<file path="src/rtl/mef_espera.sv">
// ---------------------------------------------------------------------------
// mef_espera
// Multicycle control FSM for the RV32I core with a ready/valid memory
// handshake, a programmable memory timeout, an illegal-opcode trap state,
// a retired-instruction counter and an exposed state code.
//
// Ports
//   clk                 : clock, rising edge active
//   reset               : asynchronous, active-high reset
//   op[6:0]             : opcode from the instruction register
//   mem_listo           : memory completes the current access this cycle
//   mem_valido          : memory request active
//   esc_pc, branch      : PC write enable, conditional branch enable
//   sel_dir             : memory address select (0=PC, 1=ALU result)
//   esc_mem, esc_inst   : data memory write, instruction register write
//   esc_reg             : register file write enable
//   sel_inmediato[2:0]  : immediate format (0=I,1=S,2=B,3=U,4=J)
//   modo_alu[1:0]       : 0=add, 1=funct3/funct7, 2=branch compare
//   sel_op1[1:0]        : 0=PC, 1=rs1, 2=pc_ant, 3=zero
//   sel_op2[1:0]        : 0=rs2, 1=immediate, 2=constant 4
//   sel_y[1:0]          : write-back source (0=ALU, 1=memory, 2=PC)
//   estado[2:0]         : current state code
//   error               : trap active
//   causa_error[1:0]    : 0=none, 1=illegal opcode, 2=timeout
//   retirada            : one-cycle pulse when an instruction retires
//   contador_retiradas  : count of retired instructions (wraps)
// ---------------------------------------------------------------------------
module mef_espera #(
  parameter int ESPERA_MAX = 15,
  parameter int ANCHO_CONT = 32
) (
  input  logic                  clk,
  input  logic                  reset,
  input  logic [6:0]            op,
  input  logic                  mem_listo,
  output logic                  mem_valido,
  output logic                  esc_pc,
  output logic                  branch,
  output logic                  sel_dir,
  output logic                  esc_mem,
  output logic                  esc_inst,
  output logic                  esc_reg,
  output logic [2:0]            sel_inmediato,
  output logic [1:0]            modo_alu,
  output logic [1:0]            sel_op1,
  output logic [1:0]            sel_op2,
  output logic [1:0]            sel_y,
  output logic [2:0]            estado,
  output logic                  error,
  output logic [1:0]            causa_error,
  output logic                  retirada,
  output logic [ANCHO_CONT-1:0] contador_retiradas
);

  localparam logic [6:0] OP_LOAD   = 7'd3;
  localparam logic [6:0] OP_IMM    = 7'd19;
  localparam logic [6:0] OP_AUIPC  = 7'd23;
  localparam logic [6:0] OP_STORE  = 7'd35;
  localparam logic [6:0] OP_REG    = 7'd51;
  localparam logic [6:0] OP_LUI    = 7'd55;
  localparam logic [6:0] OP_BRANCH = 7'd99;
  localparam logic [6:0] OP_JALR   = 7'd103;
  localparam logic [6:0] OP_JAL    = 7'd111;

  localparam logic [1:0] CAUSA_ILEGAL  = 2'd1;
  localparam logic [1:0] CAUSA_TIMEOUT = 2'd2;

  // The wait counter only needs to hold 0..ESPERA_MAX-1: the access that
  // would push it to ESPERA_MAX traps instead of counting further.
  localparam int CW = (ESPERA_MAX < 2) ? 1 : $clog2(ESPERA_MAX);
  localparam logic [CW-1:0] LIMITE = (ESPERA_MAX == 0) ? '0 : CW'(ESPERA_MAX - 1);

  typedef enum logic [2:0] {
    INICIO     = 3'd0,
    BUSQUEDA   = 3'd1,
    DECODIFICA = 3'd2,
    EJECUTA    = 3'd3,
    MEMORIA    = 3'd4,
    ESCRITURA  = 3'd5,
    ERROR      = 3'd7
  } estado_t;

  estado_t               estado_q, estado_d;
  logic [6:0]            op_r;
  logic [1:0]            causa_q, causa_d;
  logic [CW-1:0]         espera_q;
  logic [ANCHO_CONT-1:0] cont_q;
  logic                  agotado;

  logic [1:0] op1_x, op2_x, alu_x;
  logic [2:0] imm_x;

  // A wait cycle that would bring the count to ESPERA_MAX is the timeout;
  // a ready memory in that same cycle still completes the access.
  assign agotado = (ESPERA_MAX != 0) && !mem_listo && (espera_q == LIMITE);

  // Operand selections of the latched instruction. EJECUTA drives them and
  // MEMORIA/ESCRITURA keep driving them so the ALU result stays stable.
  always_comb begin
    op1_x = 2'd0;
    op2_x = 2'd0;
    imm_x = 3'd0;
    alu_x = 2'd0;
    case (op_r)
      OP_LOAD:   begin op1_x = 2'd1; op2_x = 2'd1; imm_x = 3'd0; alu_x = 2'd0; end
      OP_STORE:  begin op1_x = 2'd1; op2_x = 2'd1; imm_x = 3'd1; alu_x = 2'd0; end
      OP_REG:    begin op1_x = 2'd1; op2_x = 2'd0; alu_x = 2'd1; end
      OP_IMM:    begin op1_x = 2'd1; op2_x = 2'd1; imm_x = 3'd0; alu_x = 2'd1; end
      OP_AUIPC:  begin op1_x = 2'd2; op2_x = 2'd1; imm_x = 3'd3; alu_x = 2'd0; end
      OP_LUI:    begin op1_x = 2'd3; op2_x = 2'd1; imm_x = 3'd3; alu_x = 2'd0; end
      OP_BRANCH: begin op1_x = 2'd1; op2_x = 2'd0; alu_x = 2'd2; end
      OP_JAL:    begin op1_x = 2'd2; op2_x = 2'd1; imm_x = 3'd4; alu_x = 2'd0; end
      OP_JALR:   begin op1_x = 2'd1; op2_x = 2'd1; imm_x = 3'd0; alu_x = 2'd0; end
      default:   ;
    endcase
  end

  // State register plus the bookkeeping that rides along with it: the trap
  // cause, the opcode latched during decode, the memory wait counter and the
  // retired-instruction counter.
  always_ff @(posedge clk or posedge reset) begin
    if (reset) begin
      estado_q <= INICIO;
      causa_q  <= 2'd0;
      op_r     <= 7'd0;
      espera_q <= '0;
      cont_q   <= '0;
    end else begin
      estado_q <= estado_d;
      causa_q  <= causa_d;
      if (estado_q == DECODIFICA)
        op_r <= op;
      // Any state change clears the counter, which covers entry into both
      // waiting states.
      if (estado_d != estado_q)
        espera_q <= '0;
      else if ((estado_q == BUSQUEDA || estado_q == MEMORIA) && !mem_listo &&
               espera_q != LIMITE)
        espera_q <= espera_q + 1'b1;
      if (retirada)
        cont_q <= cont_q + 1'b1;
    end
  end

  // Next-state and output decode. Everything is Moore from the state
  // register except the fetch completion enables and the memory completion,
  // which react to mem_listo in the same cycle.
  always_comb begin
    estado_d      = estado_q;
    causa_d       = causa_q;
    mem_valido    = 1'b0;
    esc_pc        = 1'b0;
    branch        = 1'b0;
    sel_dir       = 1'b0;
    esc_mem       = 1'b0;
    esc_inst      = 1'b0;
    esc_reg       = 1'b0;
    sel_inmediato = 3'd0;
    modo_alu      = 2'd0;
    sel_op1       = 2'd0;
    sel_op2       = 2'd0;
    sel_y         = 2'd0;
    error         = 1'b0;
    retirada      = 1'b0;

    case (estado_q)
      INICIO: begin
        estado_d = BUSQUEDA;
      end

      BUSQUEDA: begin
        mem_valido = 1'b1;
        if (mem_listo) begin
          esc_inst = 1'b1;
          esc_pc   = 1'b1;
          sel_op1  = 2'd0;
          sel_op2  = 2'd2;
          modo_alu = 2'd0;
          estado_d = DECODIFICA;
        end else if (agotado) begin
          estado_d = ERROR;
          causa_d  = CAUSA_TIMEOUT;
        end
      end

      DECODIFICA: begin
        sel_op1       = 2'd2;
        sel_op2       = 2'd1;
        sel_inmediato = 3'd2;
        case (op)
          OP_LOAD, OP_IMM, OP_AUIPC, OP_STORE, OP_REG,
          OP_LUI, OP_BRANCH, OP_JALR, OP_JAL: estado_d = EJECUTA;
          default: begin
            estado_d = ERROR;
            causa_d  = CAUSA_ILEGAL;
          end
        endcase
      end

      EJECUTA: begin
        sel_op1       = op1_x;
        sel_op2       = op2_x;
        sel_inmediato = imm_x;
        modo_alu      = alu_x;
        case (op_r)
          OP_LOAD, OP_STORE:                 estado_d = MEMORIA;
          OP_REG, OP_IMM, OP_AUIPC, OP_LUI:  estado_d = ESCRITURA;
          OP_BRANCH: begin
            branch   = 1'b1;
            retirada = 1'b1;
            estado_d = BUSQUEDA;
          end
          OP_JAL, OP_JALR: begin
            esc_reg  = 1'b1;
            sel_y    = 2'd2;
            esc_pc   = 1'b1;
            retirada = 1'b1;
            estado_d = BUSQUEDA;
          end
          default: begin
            estado_d = ERROR;
            causa_d  = CAUSA_ILEGAL;
          end
        endcase
      end

      MEMORIA: begin
        sel_op1       = op1_x;
        sel_op2       = op2_x;
        sel_inmediato = imm_x;
        modo_alu      = alu_x;
        mem_valido    = 1'b1;
        sel_dir       = 1'b1;
        esc_mem       = (op_r == OP_STORE);
        if (mem_listo) begin
          if (op_r == OP_STORE) begin
            retirada = 1'b1;
            estado_d = BUSQUEDA;
          end else begin
            estado_d = ESCRITURA;
          end
        end else if (agotado) begin
          estado_d = ERROR;
          causa_d  = CAUSA_TIMEOUT;
        end
      end

      ESCRITURA: begin
        sel_op1       = op1_x;
        sel_op2       = op2_x;
        sel_inmediato = imm_x;
        modo_alu      = alu_x;
        esc_reg       = 1'b1;
        sel_y         = (op_r == OP_LOAD) ? 2'd1 : 2'd0;
        retirada      = 1'b1;
        estado_d      = BUSQUEDA;
      end

      ERROR: begin
        error = 1'b1;
      end

      default: begin
        estado_d = INICIO;
      end
    endcase
  end

  assign estado             = estado_q;
  assign causa_error        = causa_q;
  assign contador_retiradas = cont_q;

endmodule
</file>
<file path="config.mk">
export PLATFORM = sky130hd
export DESIGN_NAME = mef_espera
export DESIGN_NICKNAME = d
export VERILOG_FILES = /design/src/rtl/mef_espera.sv
export SDC_FILE = /design/constraint.sdc
export NUM_CORES = 1
export LEC_CHECK = 0
export CELL_PAD_IN_SITES_DETAIL_PLACEMENT = 0
export CELL_PAD_IN_SITES_GLOBAL_PLACEMENT = 1
export CORE_AREA = 3 3 87 89
export CTS_CLUSTER_DIAMETER = 40
export DETAILED_ROUTE_END_ITERATION = 6
export DIE_AREA = 0 0 90 92
export GPL_TIMING_DRIVEN = 1
export PLACE_DENSITY_LB_ADDON = 0.1
export SLEW_MARGIN = 20
export SYNTH_ARGS = -nofsm -noshare
export SYNTH_HDL_FRONTEND = slang
export SYNTH_SLANG_ARGS = --single-unit
</file>
<file path="constraint.sdc">
create_clock -name clk -period 6.4 [get_ports clk]
set_clock_uncertainty 0.2 [all_clocks]
set_input_delay 0.64 -clock clk [delete_from_list [all_inputs] [get_ports clk]]
set_output_delay 0.64 -clock clk [all_outputs]
set_load 0.03 [all_outputs]
</file>
==> results.ini, run 1 <==
[outcome]
status=complete, no violations

[clock_tree]
cts_buffer_depth=2
cts-root-buf=clkbuf_8
cts_tree=yes
clock-sinks=48
cts_max_level=2
path_clk_slew_ps=90
post_cts_resized=0
clk-insertion-delay-late_ps=300
cts_inserted_buffers=5
hold_buffers=0
post-cts-setup-buffers=0

[power_and_ir_drop]
p_per_area_mw_per_mm2=353
total_power_mw=1.25
irDropWorstVdd_mv=0.109
leakagePower_nw=1.48

[die]
start_util_pct=40.0
die_w_um=90
pin_count=67
die-area_mm2=0.00828
rows=30
die-height_um=92
core_area_mm2=0.00683

[synth]
synth_area_mm2=0.00274
netlist.area_leader.share_pct=43.9
synth_nets=292
synthDistinctLibCells=55
synth_edf_count=0
syn_inst=279
synthArstFlopShare_pct=100
synth.top_cells.by_area=dfrtp_1 44%, xor2_1 7.4%, xnor2_1 4.2%
avgSynthCellArea_um2=9.80
synth-warning-count=0
synth-seq-cells=48
seq_area_frac_synth_pct=43.9
ys.flop_type=dfrtp_1
yosysTopAreaCell=dfrtp_1

[setup_path]
required_ps=5560
crit_path_end_kind=output pin
start_kind=flop
path_class=reg2out
crit_fanout=21
crit_arrival_ps=2950

[layout]
drive_above_1_share_pct=9.91
fin_util_pct=52.1
fill_cells=667
diodes=0
fin_area_mm2=0.00356
area_growth_pct=30.0
nNetsFinal=356

[grt]
grt_pass1_vias=2170
grtUsageTotal_pct=15.8
grt_overflow=0
grt_max_degree=49
grt_pass1_wl_um=10800
antenna_found_initial=0

[drt]
drc=0
vias=2274
drt_iter0_drc=83
ant_nets=0
wl_per_cell_um=14.5
routed_wl_um=6390
routed_via_density=5.18
dr.pass1.iters=4

[sta]
fin_crit_ps=3790
finalMaxSlewViolations=0
finalCritPeriodShare_pct=59.2
finalSetupViolCount=0
grt_setup_unrepaired=false
finalHoldViolations=0
relSlewSlack_pct=33.0
setup_ws_ps=2610
tns_ps=0
fmax_mhz=264
worst_pin_slew_ps=979

[placement]
portBuffers=66
hpwl_um=4620
dpl-instance-area_mm2=0.00347
gp_congestion=0.777
place_ws_ps=2660

[hold_path]
min_path_type=reg2reg

[job]
drv_cap=0

worst max-delay path, stage by stage, from the launching register on:
cell and delay (ps):
dfrtp_1 750, and2_1 350, a21boi_0 140, or2_2 340, nor3_1 260, a311o_1 150
clkdlybuf4s50_1 670
layer usage:
| metal | GRT usage [%] | share of wire, % |
|---|---|---|
| met1 | 21.1 | 46 |
| met2 | 25.3 | 47 |
| met3 | 4.02 | 5.3 |
| met4 | 4.59 | 1.2 |
| met5 | 0 | 0 |
cell usage in the layout (no fill, tap or decap), drive strengths merged, types with 5 or more instances in the layout:
cell           count
a21oi             10
clkbuf             5
clkdlybuf4s50     66
dfrtp             48
inv               10
mux2               8
nand2             21
nand2b             7
nand3              7
nand4              9
nor2              28
nor3              20
nor3b              5
nor4               8
o21ai              9
xnor2             13
xor2              23
area by class of cell:
cell class,count,area [µm²],area share [%]
clock inverter,2,12.5,0.352
multi-input combinational,210,1440,40.6
inverter,11,41.3,1.16
sequential,48,1200,33.8
clock buffer,5,68.8,1.94
tap,96,120,3.38
timing repair buffer,67,668,18.8
synthesized netlist by cell type (all sizes together) (3+ instances only):
cell type and n:
nor3b 5, o211ai 3, inv 10, mux2 8
nand2b 7, clkbuf 5, nand2 21, nor3 20
ha 3, o21ai 9, nor4b 3, a21boi 3
xor2 23, nand3b 3, dfrtp 48, nor2 28
nand4 9, xnor2 13, nor4 8, or2 3
buf 5, nand3 7, a21oi 10
registers in the layout, indices dropped and copies added, names as in the netlist:
register and cells:
causa_error 2, contador_retiradas 32, espera_q 4, estado 3, op_r 7
power by group:
part,internal [mW],leakage [nW],switching [mW]
clock,0.0741,0.0400,0.0976
combinational,0.258,0.832,0.337
sequential,0.361,0.611,0.127
path summary, 6_finish.rpt:
check	from	to	slack, ps	cells after the start
min reg2reg	contador_retiradas[31]	contador_retiradas[31]	260	1
max in group asynchronous	reset	op_r[4]	4970	3
max	estado[0]	sel_op1[1]	2610	6
max reg2reg	estado[0]	contador_retiradas[17]	3950	5
min	contador_retiradas[31]	contador_retiradas[31]	260	1
min in group asynchronous	reset	contador_retiradas[13]	610	3
metrics by stage:
stage               hold slack, ps  cells
floorplan                      319    279
global placement               255    432
detailed placement             257    432
CTS                            274    439
global route                   304    439
finish                         265    439
cells by family after synthesis:
group | count (synthesis) | share of synthesized area (%)
simple gates | 122 | 25.4
flops | 48 | 43.9
compound gates | 41 | 11.2
xor+xnor | 36 | 11.5
buf+inv | 21 | 3.29
mux | 8 | 3.29
fa+ha+maj | 3 | 1.37
Note: power is estimated with default switching activity, not from simulation.
==> run 2, diff against run 1 <==
CORE_AREA = 3 3 94 96   (was 3 3 87 89)
DIE_AREA = 0 0 97 99   (was 0 0 90 92)
clock period = 3.4 ns   (was 6.4 ns; I/O delays follow)
==> results.ini, run 2 (synthesized netlist as in run 1, its figures left out) <==
[hold_path]
min_path_type=in2async

[clock_tree]
post_cts_resized=0  ; unchanged
clock-sinks=48  ; unchanged
hold_buffers=0  ; unchanged
cts-root-buf=clkbuf_8
cts_inserted_buffers=5  ; unchanged
cts_buffer_depth=2  ; unchanged
path_clk_slew_ps=90  ; about the same
cts_tree=yes
clk-insertion-delay-late_ps=300  ; about the same
post-cts-setup-buffers=0  ; unchanged
cts_max_level=2  ; unchanged

[grt]
grt_pass1_wl_um=12100  ; +12%
grt_max_degree=28  ; -43%
grtUsageTotal_pct=15.2  ; -0.59 points
grt_busiest_layer=met2
grt_pass1_vias=2410  ; +11%
met1_usage_pct=20.2  ; -0.90 points
use_met2_pct=24.9  ; -0.32 points
antenna_found_initial=0  ; unchanged
grt_overflow=0  ; unchanged
met3_usage_pct=3.40  ; -0.62 points

[sta]
worst_pin_slew_ps=601  ; -379 ps
finalHoldViolations=0  ; unchanged
whs_ps=221  ; -44.1 ps
tns_ps=0  ; unchanged
grt_setup_unrepaired=false
finalSetupViolCount=0  ; unchanged
fin_crit_ps=3120
fmax_mhz=320
finalMaxSlewViolations=0  ; unchanged
relSlewSlack_pct=59.8  ; +27 points
finalCritPeriodShare_pct=91.8

[drt]
ant_nets=0  ; unchanged
routed_via_density=5.07  ; -2.2%
vias=2316  ; +1.8%
wl_per_cell_um=15.2  ; +4.4%
routed_wl_um=6940  ; +8.6%
dr.pass1.iters=4  ; unchanged
drc=0  ; unchanged
drt_iter0_drc=68  ; -18%

[placement]
gp_congestion=0.839  ; +8.0%
portBuffers=66  ; unchanged
hpwl_um=5140  ; +11%

[setup_path]
required_ps=2860  ; -2700 ps
path_class=reg2out
cp_cell_sequence=and2_1 > a21boi_0 > or2_2 > nor3_1 > a311o_1 > clkdlybuf4s50_1
reg2reg_from=estado[1]
crit_slowest_cell=clkdlybuf4s50_1
rr_endpoint=contador_retiradas[20]
start_kind=flop
critPathMaxStageDelay_ps=660  ; -90 ps
crit_arrival_ps=2580  ; -370 ps
crit_fanout=7  ; -67%
reg2regPathDepth=6  ; +1
crit_path_end_kind=output pin
ff2ff_setup_slack_ps=1090  ; -2860 ps

[power_and_ir_drop]
irDropWorstVdd_mv=0.235  ; +110%
leakagePower_nw=1.54  ; +4.0%
p_per_area_mw_per_mm2=688  ; +95%

[outcome]
status=complete, no violations

[die]
core_area_mm2=0.00813  ; +19%
die-height_um=99  ; +7.6%
rows=33  ; +10%
die-area_mm2=0.00960  ; +16%
die_w_um=97  ; +7.8%
pin_count=67  ; unchanged
start_util_pct=33.6  ; -6.4 points

[layout]
fin_util_pct=45.0  ; -7.1 points
nNetsFinal=366  ; +2.8%
diodes=0  ; unchanged
final_common_cell=clkdlybuf4s50_1
area_growth_pct=33.8
drive_above_1_share_pct=12.2  ; +2.3 points
layout_common_cells=66 x clkdlybuf4s50_1, 48 x dfrtp_1, 28 x nor2_1
largest_reg_flops=32  ; unchanged

[job]
drv_cap=0  ; unchanged

-- run 2: through the flow --
stage               cells  power, mW  worst slack, ps  instance area, µm²
floorplan             279       1.68              240                2740
global placement      451       2.14              552                3560
detailed placement    451       2.14              591                3560
CTS                   457       2.55              285                3660
global route          457       2.69              136                3660
finish                457       2.52              279                3660
-- run 2: how the worst max path moves through the flow --
stage               from          to  slack, ps  cells after the start
6_report       estado[1]  sel_op1[1]        280                      6
4_1_cts        estado[1]  sel_op1[1]        290                      6
3_5_place_dp   mem_listo    retirada        590                      5
3_3_place_gp   mem_listo    retirada        550                      5
2_1_floorplan  estado[1]  sel_op1[1]        240                      7
5_1_grt        estado[1]  sel_op1[1]        140                      6
-- run 2: final cells by class --
type / count / area, µm²
Inverter: 11 / 41.3
Clock inverter: 1 / 30.0
Clock buffer: 5 / 68.8
Fill cell: 795 / 4470
Tap cell: 105 / 131
Multi-Input combinational cell: 210 / 1440
Timing Repair Buffer: 77 / 743
Sequential cell: 48 / 1200
-- run 2: worst max-delay path: cells and delay by family (launching register included) --
family                 cells  cell delay (ps)
AO/OA/AOI/OAI              2              320
flip-flops                 1              430
buffers and inverters      1              660
AND/OR/NAND/NOR            3              880
-- run 2: routing by layer --
layer,vias to the layer above,routed length [µm]
met5,-,0
met2,58,3190
met1,1118,3310
li1,1134,-
met3,6,357
met4,0,78
-- run 2: report_power, final --
part	leakage (nW)	total, mW	switching [mW]	internal, mW
clock	0.0501	0.398	0.186	0.211
sequential	0.611	0.840	0.159	0.681
combinational	0.882	1.28	0.741	0.540
total	1.54	2.52	1.09	1.43
==> run 3, diff against run 2 <==
CORE_AREA = 10 10 101 103   (was 3 3 94 96)
DIE_AREA = 0 0 111 113   (was 0 0 97 99)
GPL_TIMING_DRIVEN = unset   (was 1)
==> results.ini, run 3 (synthesized netlist as in run 1, its figures left out) <==
[outcome]
status=complete, no violations

[die]
start_util_pct=33.6  ; unchanged
pin_count=67  ; unchanged
core_area_mm2=0.00813  ; unchanged
die_w_um=111  ; +14%
die-height_um=113  ; +14%
rows=33  ; unchanged
die-area_mm2=0.0125  ; +31%

[drt]
dr.max_layer_used=met4
dr.pass1.iters=4  ; unchanged
routed_wl_um=7370  ; +6.2%
vias=2282  ; -1.5%
wl_met1_um=3380  ; +2.2%
drt_iter0_drc=58  ; -15%
dr_wl_met2_um=3480  ; +8.9%
wl_per_cell_um=16.1  ; +6.0%
routed_via_density=4.98  ; -1.7%
drc=0  ; unchanged
met3WireLength_um=459  ; +29%
ant_nets=0  ; unchanged

[layout]
drive_above_1_share_pct=11.9  ; -0.32 points
final_common_cell=clkdlybuf4s50_1
largest_reg_flops=32  ; unchanged
diodes=0  ; unchanged
area_growth_pct=33.0
final_cells=458  ; +0.22%
layout_common_cells=66 x clkdlybuf4s50_1, 48 x dfrtp_1, 28 x nor2_1
fin_area_mm2=0.00364  ; -0.58%
fill_cells=790  ; -0.63%
nNetsFinal=365  ; -0.27%

[sta]
finalSetupViolCount=0  ; unchanged
fin_crit_ps=3150  ; +25.3 ps
tns_ps=0  ; unchanged
finalMaxSlewViolations=0  ; unchanged
worst_pin_slew_ps=644  ; +43.5 ps
grt_setup_unrepaired=false
setup_ws_ps=254  ; -25.3 ps
fmax_mhz=318  ; -0.81%
finalCritPeriodShare_pct=92.5  ; +0.74 points
relSlewSlack_pct=57.0  ; -2.8 points
finalHoldViolations=0  ; unchanged

[clock_tree]
path_clk_slew_ps=90  ; about the same
post_cts_resized=0  ; unchanged
hold_buffers=0  ; unchanged
clock-sinks=48  ; unchanged
cts_max_level=2  ; unchanged
post-cts-setup-buffers=0  ; unchanged
clk-insertion-delay-late_ps=300  ; about the same
cts_inserted_buffers=5  ; unchanged
cts_tree=yes
cts-root-buf=clkbuf_8
cts_buffer_depth=2  ; unchanged

[placement]
portBuffers=66  ; unchanged
dp_cells=450  ; -0.22%
gp_congestion=0.779  ; -7.2%
dpl-instance-area_mm2=0.00355  ; -0.21%
hpwl_um=5590  ; +8.8%
place_ws_ps=393  ; -198 ps

[setup_path]
path_class=reg2out
required_ps=2860  ; about the same
crit_arrival_ps=2610  ; +30 ps
rr_endpoint=contador_retiradas[20]
reg2regPathDepth=6  ; unchanged
ff2ff_setup_slack_ps=1110  ; +20 ps
crit_path_end_kind=output pin
crit_fanout=7  ; unchanged
reg2reg_from=estado[1]
start_kind=flop

[grt]
grtUsageTotal_pct=11.8  ; -3.4 points
grt_max_degree=32  ; +14%
grt_pass1_vias=2353  ; -2.4%
grt_overflow=0  ; unchanged
grt_pass1_wl_um=12500  ; +3.0%
antenna_found_initial=0  ; unchanged

[power_and_ir_drop]
pwr-share-clk_pct=13.7  ; -2.1 points
combPwrFrac_pct=52.2  ; +1.3 points
leakagePower_nw=1.53  ; -0.81%
irDropWorstVdd_mv=0.207  ; -12%
seq_power_share_pct=34.0  ; +0.7 points
sw_frac_of_total_pct=44.5  ; +1.3 points
p_per_area_mw_per_mm2=677  ; -1.7%
switchingPower_mw=1.09  ; +0.72%
internal-power_mw=1.37  ; -4.5%

[hold_path]
min_path_type=in2async

[job]
drv_cap=0  ; unchanged

## run 3: cell count changes in the layout (fill, tap and decap cells not counted)
cell / previous run / this run
bufinv_16: 1 / 0
clkinv_4: 0 / 1
clkbuf_1: 0 / 2
buf_4: 11 / 10
## run 3: power groups by stage
| stage | clock network [mW] | registers, mW | logic [mW] |
|---|---|---|---|
| final | 0.338 | 0.838 | 1.29 |
| after global routing | 0.372 | 0.865 | 1.39 |
| after CTS | 0.355 | 0.838 | 1.30 |
| after detailed placement | 0 | 0.849 | 1.30 |
| after global placement | 0 | 0.847 | 1.31 |
| after floorplan | 0 | 0.899 | 0.785 |
## run 3: worst max-delay path, cell delays in order, from the launching register on
cell	delay [ps]
dfrtp_1	450
or2_2	350
nor4_1	450
nand2_1	180
nor3_1	170
clkdlybuf4s50_1	700
## run 3: metrics by stage
stage	hold WS (ps)	utilization, %	power [mW]
finish	237	44.7	2.46
floorplan	292	-	1.68
CTS	260	44.7	2.50
detailed placement	255	43.7	2.15
global route	284	44.7	2.63
global placement	253	43.7	2.15
## run 3: metal layers
layer | vias up | GRT usage (%)
met5 | - | 0
met4 | 0 | 2.86
met3 | 5 | 3.49
met2 | 62 | 19.5
met1 | 1081 | 14.6
li1 | 1134 | -
## run 3: worst max-delay path by stage
stage          startpoint         end  slack (ps)  depth (start not counted)
6_report          op_r[3]     esc_mem         250                          5
4_1_cts         estado[1]  sel_op1[1]         270                          6
3_3_place_gp    mem_listo    retirada         420                          5
5_1_grt         estado[1]  sel_op1[1]         110                          6
3_5_place_dp    mem_listo    retirada         390                          5
2_1_floorplan   estado[1]  sel_op1[1]         240                          7
## run 3: area by class of cell
class / instances / area [µm²] / area share (%)
Clock inverter: 1 / 8.76 / 0.241
Multi-Input combinational cell: 210 / 1440 / 39.7
Sequential cell: 48 / 1200 / 33.0
Timing Repair Buffer: 76 / 736 / 20.2
Tap cell: 105 / 131 / 3.61
Inverter: 11 / 41.3 / 1.13
Clock buffer: 7 / 76.3 / 2.10
